## config.mk

```make
export PLATFORM = sky130hd
export DESIGN_NAME = fsab_arb2
export DESIGN_NICKNAME = d
export VERILOG_FILES = /design/src/rtl/fsab_arb2_pkg.sv /design/src/rtl/fsab_arb2_credit_ctr.sv /design/src/rtl/fsab_arb2.sv
export SDC_FILE = /design/constraint.sdc
export NUM_CORES = 1
export LEC_CHECK = 0
export BUFFER_PORTS_ARGS = -buffer_cell sky130_fd_sc_hd__buf_2
export CAP_MARGIN = 10
export CORE_AREA = 3 3 138 140
export DETAILED_ROUTE_END_ITERATION = 12
export DIE_AREA = 0 0 141 143
export REMOVE_ABC_BUFFERS = 1
export SLEW_MARGIN = 15
export SYNTH_ARGS = -nofsm -noshare
export SYNTH_HDL_FRONTEND = slang
export SYNTH_SLANG_ARGS = --single-unit
```

## constraint.sdc

```tcl
create_clock -name fclk -period 3.2 [get_ports fclk]
set_clock_uncertainty 0.15 [all_clocks]
set_input_delay 0.96 -clock fclk [delete_from_list [all_inputs] [get_ports fclk]]
set_output_delay 0.96 -clock fclk [all_outputs]
set_load 0.1 [all_outputs]
```

## src/rtl/fsab_arb2_pkg.sv

```systemverilog
// Shared FSAB field widths, request encodings and arbiter state type.
package fsab_arb2_pkg;

  localparam int FSAB_REQ_HI  = 0;
  localparam int FSAB_DID_HI  = 3;
  localparam int FSAB_ADDR_HI = 30;
  localparam int FSAB_LEN_HI  = 3;
  localparam int FSAB_DATA_HI = 63;
  localparam int FSAB_MASK_HI = 7;

  localparam logic [FSAB_REQ_HI:0] FSAB_READ  = 1'b0;
  localparam logic [FSAB_REQ_HI:0] FSAB_WRITE = 1'b1;

  localparam logic [FSAB_LEN_HI:0] LEN_ZERO = 4'd0;
  localparam logic [FSAB_LEN_HI:0] LEN_ONE  = 4'd1;

  typedef enum logic [0:0] {
    ST_IDLE  = 1'b0,
    ST_BURST = 1'b1
  } arb_state_e;

  // A zero length counts as one beat, so only writes longer than one beat lock the bus.
  function automatic logic is_multi_beat(input logic [FSAB_REQ_HI:0] mode,
                                         input logic [FSAB_LEN_HI:0] len);
    logic multi_s;
    if ((mode == FSAB_WRITE) && (len > LEN_ONE)) begin
      multi_s = 1'b1;
    end else begin
      multi_s = 1'b0;
    end
    return multi_s;
  endfunction

endpackage

```

## src/rtl/fsab_arb2_credit_ctr.sv

```systemverilog
// Downstream request credit counter with a sticky over-return error flag.
module fsab_credit_ctr
  import fsab_arb2_pkg::*;
#(
  parameter int unsigned CREDITS = 4
) (
  input  logic       fclk,
  input  logic       fclk_rst_b,
  input  logic       consume,
  input  logic       credit_ret,
  output logic [3:0] credits,
  output logic       credit_err
);

  localparam logic [3:0] CRED_MAX = 4'(CREDITS);

  logic [3:0] credits_r;
  logic [3:0] credits_nxt_s;
  logic       credit_err_r;
  logic       credit_err_nxt_s;

  // Credit and error state registers.
  always_ff @(posedge fclk or negedge fclk_rst_b) begin
    if (!fclk_rst_b) begin
      credits_r    <= CRED_MAX;
      credit_err_r <= 1'b0;
    end else begin
      credits_r    <= credits_nxt_s;
      credit_err_r <= credit_err_nxt_s;
    end
  end

  // A start and a return in the same cycle cancel out.
  always_comb begin
    credits_nxt_s    = credits_r;
    credit_err_nxt_s = credit_err_r;
    case ({consume, credit_ret})
      2'b10: credits_nxt_s = credits_r - 4'd1;
      2'b01: begin
        if (credits_r == CRED_MAX) begin
          credit_err_nxt_s = 1'b1;
        end else begin
          credits_nxt_s = credits_r + 4'd1;
        end
      end
      default: credits_nxt_s = credits_r;
    endcase
  end

  assign credits    = credits_r;
  assign credit_err = credit_err_r;

endmodule

```

## src/rtl/fsab_arb2.sv

```systemverilog
// Two-requester FSAB arbiter: round-robin request starts, credit-gated,
// with write bursts locking the bus to their owner until the last beat.
module fsab_arb2
  import fsab_arb2_pkg::*;
#(
  parameter int unsigned CREDITS = 4
) (
  input  logic                    fclk,
  input  logic                    fclk_rst_b,

  input  logic                    r0_valid,
  input  logic [FSAB_REQ_HI:0]    r0_mode,
  input  logic [FSAB_DID_HI:0]    r0_did,
  input  logic [FSAB_DID_HI:0]    r0_subdid,
  input  logic [FSAB_ADDR_HI:0]   r0_addr,
  input  logic [FSAB_LEN_HI:0]    r0_len,
  input  logic [FSAB_DATA_HI:0]   r0_data,
  input  logic [FSAB_MASK_HI:0]   r0_mask,
  output logic                    r0_ready,

  input  logic                    r1_valid,
  input  logic [FSAB_REQ_HI:0]    r1_mode,
  input  logic [FSAB_DID_HI:0]    r1_did,
  input  logic [FSAB_DID_HI:0]    r1_subdid,
  input  logic [FSAB_ADDR_HI:0]   r1_addr,
  input  logic [FSAB_LEN_HI:0]    r1_len,
  input  logic [FSAB_DATA_HI:0]   r1_data,
  input  logic [FSAB_MASK_HI:0]   r1_mask,
  output logic                    r1_ready,

  output logic                    fsabo_valid,
  output logic [FSAB_REQ_HI:0]    fsabo_mode,
  output logic [FSAB_DID_HI:0]    fsabo_did,
  output logic [FSAB_DID_HI:0]    fsabo_subdid,
  output logic [FSAB_ADDR_HI:0]   fsabo_addr,
  output logic [FSAB_LEN_HI:0]    fsabo_len,
  output logic [FSAB_DATA_HI:0]   fsabo_data,
  output logic [FSAB_MASK_HI:0]   fsabo_mask,
  input  logic                    fsabo_credit,
  output logic                    credit_err
);

  arb_state_e             state_r;
  arb_state_e             state_nxt_s;
  logic                   owner_r;
  logic                   owner_nxt_s;
  logic [FSAB_LEN_HI:0]   beatsleft_r;
  logic [FSAB_LEN_HI:0]   beatsleft_nxt_s;
  logic                   last_grant_r;
  logic                   last_grant_nxt_s;

  logic                   sel_s;
  logic                   grant_valid_s;
  logic                   start_s;
  logic [3:0]             credits_s;

  fsab_credit_ctr #(
    .CREDITS (CREDITS)
  ) u_credit_ctr (
    .fclk       (fclk),
    .fclk_rst_b (fclk_rst_b),
    .consume    (start_s),
    .credit_ret (fsabo_credit),
    .credits    (credits_s),
    .credit_err (credit_err)
  );

  // Arbiter state registers.
  always_ff @(posedge fclk or negedge fclk_rst_b) begin
    if (!fclk_rst_b) begin
      state_r      <= ST_IDLE;
      owner_r      <= 1'b0;
      beatsleft_r  <= LEN_ZERO;
      last_grant_r <= 1'b1;
    end else begin
      state_r      <= state_nxt_s;
      owner_r      <= owner_nxt_s;
      beatsleft_r  <= beatsleft_nxt_s;
      last_grant_r <= last_grant_nxt_s;
    end
  end

  // Grant selection: round-robin in IDLE when credits allow, locked to owner in BURST.
  always_comb begin
    sel_s         = 1'b0;
    grant_valid_s = 1'b0;
    case (state_r)
      ST_IDLE: begin
        if (credits_s != 4'd0) begin
          if (r0_valid && r1_valid) begin
            sel_s = ~last_grant_r;
          end else if (r1_valid) begin
            sel_s = 1'b1;
          end else begin
            sel_s = 1'b0;
          end
          grant_valid_s = r0_valid | r1_valid;
        end else begin
          sel_s         = 1'b0;
          grant_valid_s = 1'b0;
        end
      end
      ST_BURST: begin
        sel_s         = owner_r;
        grant_valid_s = owner_r ? r1_valid : r0_valid;
      end
      default: begin
        sel_s         = 1'b0;
        grant_valid_s = 1'b0;
      end
    endcase
  end

  // Zero-latency bus mux onto the merged request bus.
  always_comb begin
    if (sel_s) begin
      fsabo_mode   = r1_mode;
      fsabo_did    = r1_did;
      fsabo_subdid = r1_subdid;
      fsabo_addr   = r1_addr;
      fsabo_len    = r1_len;
      fsabo_data   = r1_data;
      fsabo_mask   = r1_mask;
    end else begin
      fsabo_mode   = r0_mode;
      fsabo_did    = r0_did;
      fsabo_subdid = r0_subdid;
      fsabo_addr   = r0_addr;
      fsabo_len    = r0_len;
      fsabo_data   = r0_data;
      fsabo_mask   = r0_mask;
    end
  end

  // Reset gates the bus directly so nothing is issued while it is held.
  assign fsabo_valid = grant_valid_s & fclk_rst_b;
  assign start_s     = fsabo_valid & (state_r == ST_IDLE);
  assign r0_ready    = fsabo_valid & ~sel_s;
  assign r1_ready    = fsabo_valid & sel_s;

  // Next-state: open a burst on a multi-beat write start, count owner beats down.
  always_comb begin
    state_nxt_s      = state_r;
    owner_nxt_s      = owner_r;
    beatsleft_nxt_s  = beatsleft_r;
    last_grant_nxt_s = last_grant_r;
    case (state_r)
      ST_IDLE: begin
        if (start_s) begin
          last_grant_nxt_s = sel_s;
          if (is_multi_beat(fsabo_mode, fsabo_len)) begin
            state_nxt_s     = ST_BURST;
            owner_nxt_s     = sel_s;
            beatsleft_nxt_s = fsabo_len - LEN_ONE;
          end else begin
            state_nxt_s = ST_IDLE;
          end
        end else begin
          state_nxt_s = ST_IDLE;
        end
      end
      ST_BURST: begin
        if (fsabo_valid) begin
          if (beatsleft_r == LEN_ONE) begin
            state_nxt_s     = ST_IDLE;
            beatsleft_nxt_s = LEN_ZERO;
          end else begin
            beatsleft_nxt_s = beatsleft_r - LEN_ONE;
          end
        end else begin
          beatsleft_nxt_s = beatsleft_r;
        end
      end
      default: begin
        state_nxt_s     = ST_IDLE;
        beatsleft_nxt_s = LEN_ZERO;
      end
    endcase
  end

endmodule

```

# Word level (Yosys, flattened, before mapping)
# Cells that the tools add are included.
totals:
  ff_bits: 12
  out_inout_bits: 120
  elab_cells: 65
classes:
  n_addsub: 4
  order_cmp: 1
  eq_ne: 8
  n_mux: 29
  n_bitwise: 8
  reduce_logical: 9
ops:
  columns: ["operator", "count"]
  rows:
  - ["64-bit two-way mux", 1]
  - ["4-bit two-way mux", 8]
  - ["31-bit two-way mux", 1]
  - ["4-bit case mux with 2 select lines", 2]
  - ["1-bit two-way mux", 13]
  - ["4-bit by 1-bit subtractor with 4-bit output (second input constant)", 3]
  - ["8-bit two-way mux", 1]
  - ["1-bit case mux with 2 select lines", 3]
  - ["2-bit AND reduction", 3]
  - ["3-bit AND reduction", 2]
  - ["4-bit by 1-bit adder with 4-bit output (second input constant)", 1]
  - ["1-bit AND", 4]
  - ["4-bit by 1-bit equality test with 1-bit output (second input constant)", 1]
  - ["4-bit by 3-bit equality test with 1-bit output (second input constant)", 1]
  - ["4-bit by 1-bit > comparator with 1-bit output (second input constant)", 1]
  - ["2-bit by 1-bit inequality test with 1-bit output (second input constant)", 2]
  - ["2-bit inequality test (second input constant)", 2]
  - ["4-bit nonzero test", 1]
  - ["1-bit NOT", 3]
  - ["2-bit by 1-bit equality test with 1-bit output (second input constant)", 1]
  - ["2-bit equality test (second input constant)", 1]
  - ["1-bit logical AND", 2]
  - ["2-bit nonzero test", 1]
  - ["1-bit bitwise OR", 1]

# Depth between registers and ports, before layout
depth:
  ltp_word: 13
  mapped_depth: 11
  ltp_nobuf: 9

# Cells and area by module
# Synthesis repeated with hierarchy kept, for this count alone.
unflattened:
  cells_unflattened: 239
  area_unflattened_um2: 2498.6
modules_own_cells:
  columns: ["module", "instances", "cells_each", "area_each_um2", "seq_area_each_um2"]
  rows:
  - ["fsab_arb2", 1, 209, 2154.6, 176.4]
  - ["fsab_credit_ctr", 1, 30, 344.1, 126.4]

# Worst setup path before layout
# OpenSTA, ideal clock, no wires.
synth_timing:
  path_kind: "input port to output port"
  start: "in r1_valid"
  end: "out r1_ready"
  t_arrival_ps: 3172
  required_ps: 2090
  setup_slack_ps: -1082
  path_stages: 5
  n_path_buf: 2
  path_cell_list: "a21bo_2 o31ai_4 buf_4 buf_2 nor2b_1"
synth_via:
  elab_chain_cells: 5
synth_lines:
  columns: ["item", "line_no", "rtl"]
  rows:
  - ["start: declaration", "fsab_arb2.sv:21", "input logic r1_valid,"]
  - ["1-bit bitwise OR, or another cell as far along", "fsab_arb2.sv:97", "grant_valid_s = r0_valid | r1_valid;"]
  - ["1-bit two-way mux (on tied branches)", "fsab_arb2.sv:89, fsab_arb2.sv:90", null]
  - ["1-bit case mux with 2 select lines or 1-bit two-way mux (tied branches)", "fsab_arb2.sv:87, fsab_arb2.sv:89", null]
  - ["1-bit AND or 1-bit case mux with 2 select lines (tied branches)", "fsab_arb2.sv:136, fsab_arb2.sv:87", null]
  - ["1-bit AND *", "fsab_arb2.sv:139", "assign r1_ready = fsabo_valid & sel_s;"]
  - ["end: declaration", "fsab_arb2.sv:29", "output logic r1_ready,"]
# Mark *: on every way between the ends. The rest lies on a longest branch, timed or not.

# Worst setup path in the final report
layout_timing:
  start: "in r0_valid"
  end: "out fsabo_addr[25]"
layout_via:
  elab_chain_cells: 5
layout_lines:
  columns: ["item", "line_no", "rtl"]
  rows:
  - ["start: declaration", "fsab_arb2.sv:11", "input logic r0_valid,"]
  - ["1-bit logical AND", "fsab_arb2.sv:90", "if (r0_valid && r1_valid) begin"]
  - ["1-bit two-way mux", "fsab_arb2.sv:90", null]
  - ["1-bit two-way mux", "fsab_arb2.sv:89", "if (credits_s != 4'd0) begin"]
  - ["1-bit case mux with 2 select lines", "fsab_arb2.sv:87", "case (state_r)"]
  - ["31-bit two-way mux", "fsab_arb2.sv:116", "if (sel_s) begin"]
  - ["end: declaration", "fsab_arb2.sv:35", "output logic [FSAB_ADDR_HI:0] fsabo_addr,"]
# Every way passes these cells.

==> summary.txt <==
Drt
  • Vias per cell: 4.276
  • WL/cell: 21.62 µm
  • Antenna viol nets, final: 0
  • DRT Wirelength: 18400 µm
  • Via total after detailed routing: 3639
  • First-pass DRT Iterations: 4
  • DRC errors left: 0
  • Initial DRC Count: 62

Timing
  • Minimum clock period: 3.622 ns
  • Fmax achieved: 276.1 MHz
  • Slew HR: 67.84%
  • Fin. max-slew vios: 0
  • Hold WS: 0.3259 ns
  • Worst-margin pin slew: 0.4858 ns
  • Fin crit share: 113.2%
  • RSZ-0062 raised after global routing: yes
  • Final WS setup: -0.4225 ns
  • Setup Viol. Count Final: 118
  • Final Hold Viols: 0

Floorplanning
  • Die width: 141 µm
  • Die area: 20160 µm²
  • Die height: 143 µm
  • Core Region: 17960 µm²
  • IO Pins: 357
  • Starting Density: 13.14%
  • FP Rows: 49

Outcome
  • Failing checks: negative setup slack
  • Outcome: finished with violations

Worst hold path
  • WHS Path Cells: 1
  • Endpoint, Worst Hold: u_credit_ctr.credit_err$_DFFE_PN0P_
  • Min-delay worst type: reg2reg
  • Hold path startpoint: u_credit_ctr.credit_err$_DFFE_PN0P_

Yosys
  • Post-synthesis register bit count: 12
  • Largest cells by area after synthesis: mux2_1, mux2_2, dfrtp_1
  • Ys Warns: 0
  • Yosys top cell area share: 46.26%
  • Post-Syn Area: 2361 µm²
  • Syn avg cell area: 10.31 µm²
  • Synth area leader: mux2_1
  • Seq/Total Area, Yosys: 12.82%
  • Synth cell types: 42
  • Ys async rst share: 100.0%
  • Synth Flop Type: dfrtp_1
  • Post-Syn Instances: 229
  • EDFF count, synth: 0

Layout
  • Synthesis-to-layout area growth: 188.3%
  • Non-Filler Instances: 851
  • Fill cells: 1681
  • Commonest cells after routing, fill and taps aside: buf_2, buf_12, mux2_4
  • Layout cells sized above 1: 83.14%
  • Nets@finish: 860
  • Most common cell after layout, fill and taps aside: buf_2

Setup path
  • Critical Path RT: 2.09 ns
  • Reg2reg path depth: 9
  • Setup crit end kind: primary output
  • Crit path launch type: input port
  • Reg2reg end: u_credit_ctr.credits[3]$_DFFE_PN0P_
  • Setup CP Type: in2out
  • CP Max Fanout: 12
  • Flop-to-flop setup slack: 0.55 ns
  • FF-to-FF Start: u_credit_ctr.credits[0]$_DFFE_PN0P_
  • Arr. time, crit path: 2.51 ns

Power
  • Clock share of power: 3.4%
  • Internal power: 3106 µW
  • VDD IR max: 0.7812 mV
  • Net Sw Frac: 58.53%
  • Sw power: 4383 µW
  • Pwr dens: 1100 nW/µm²
  • Seq pwr share: 3.9%
  • P_leak: 0.003341 µW
  • Logic pwr share: 92.7%

Clock tree
  • Htree depth: 1
  • CTS tree: yes
  • # clock sinks: 12
  • CTS clk-pin slew, worst paths: 0.04 ns
  • Clock buffer count from CTS: 3
  • CTS Buffer Depth: 2
  • Root Driver: clkbuf_16
  • CTS Hold Bufs: 0
  • Clk Latency, worst-skew pair: 0.24 ns

GRT
  • Pin count of the biggest net entering global routing: 26
  • Vias in the first global route: 3586
  • First-pass GRT wire length: 22390 µm
  • Initial antenna violation count: 22
  • Global route overflow: 0
  • GRT Total Usage: 14.82%

Placed design
  • HPWL Detailed: 14270 µm
  • Cells after DPL: 825
  • Routability cong.: 0.9071
  • Port Buf Inserts: 356

Flow run
  • Max-cap violations: 0
## kinds of logic (layout without fill, tap and decap cells)
family	after synthesis	count (layout)	share of synthesized area, %
adder cells (fa/ha/maj)	5	5	2.968
flip-flops	12	12	12.82
multiplexers	121	121	57.71
XOR/XNOR	5	5	1.855
other	0	5	0
buffers and inverters	20	408	5.299
AND/OR/NAND/NOR	33	33	7.579
AO/OA/AOI/OAI	33	33	11.76
## layer usage
| metal | GRT usage [%] | vias up | routed length, µm |
|---|---|---|---|
| met5 | 0 | - | 168 |
| met4 | 1.683 | 30 | 235 |
| met3 | 8.774 | 44 | 2412 |
| met2 | 24.85 | 225 | 8962 |
| met1 | 16.89 | 1675 | 6623 |
| li1 | - | 1665 | - |
## stage by stage
step | TNS, ns | instance area, µm² | setup slack [ns] | power (µW) | util [%]
detailed placement | -53.15 | 4628 | -0.5243 | 5258 | 25.76
global route | -47.34 | 6805 | -0.4713 | 7703 | 37.88
floorplan | -378.51 | 2255 | -3.790 | 4283 | -
global placement | -51.54 | 4628 | -0.5139 | 5240 | 25.76
CTS | -46.41 | 5273 | -0.4457 | 5984 | 29.35
finish | -41.44 | 6808 | -0.4225 | 7489 | 37.90
## area by class of cell
cell class              count  area [µm²]  share of cell area [%]
well taps                 229       286.5                   4.209
inverters                   5       18.77                  0.2757
multi-input cells         197        2245                   32.97
clock buffers               4       88.84                   1.305
diodes                      5       12.51                  0.1838
repair buffers            399        3854                   56.61
flip-flops and latches     12       302.8                   4.448
## sequential cells by signal (all words and copies together) (netlist names)
register / count
u_credit_ctr.credit_err: 1
u_credit_ctr.credits: 4
state_r: 1
beatsleft_r: 4
last_grant_r: 1
owner_r: 1
## power groups by stage
stage               Sequential [µW]  Clock, µW  Combinational, µW
global placement                291          0               4950
global route                    302        265               7140
finish                          294        255               6940
CTS                             290        259               5430
detailed placement              292          0               4970
floorplan                       341          0               3940
## critical path, cell delays in order
cell and delay [ns]:
buf_6 0.09, a21bo_4 0.22, o31ai_4 0.17, buf_6 0.17
buf_12 0.16, clkbuf_16 0.18, mux2_1 0.36, buf_6 0.20
## Yosys cell counts (3+ instances only)
library cell  count
mux2_2           24
o31ai_1           3
inv_1             5
dfrtp_1          10
xor2_1            4
nand2_1          11
mux2_1           97
nor2_1            7
a221o_1           3
o21ai_0           7
buf_4            10
ha_1              4
buf_2             4
nor3_1            4
## worst max path at each step
stage              from               to  slack, ns
2_1_floorplan  r1_valid         r0_ready      -3.79
4_1_cts        r1_valid  fsabo_subdid[3]      -0.45
5_1_grt        r0_valid    fsabo_addr[3]      -0.47
3_3_place_gp   r1_valid   fsabo_data[15]      -0.51
6_report       r0_valid   fsabo_addr[25]      -0.42
3_5_place_dp   r1_valid   fsabo_addr[19]      -0.52
## what timing repair did
item / in CTS / in global routing
hold endpoints to repair: 0 / 0
pin swaps: 0 / 1
cloned: 0 / 7
setup buffers: 0 / 11
setup endpoints to repair: 119 / 119
gates resized for setup: 181 / 398
Power figures use the tool's default switching activity.
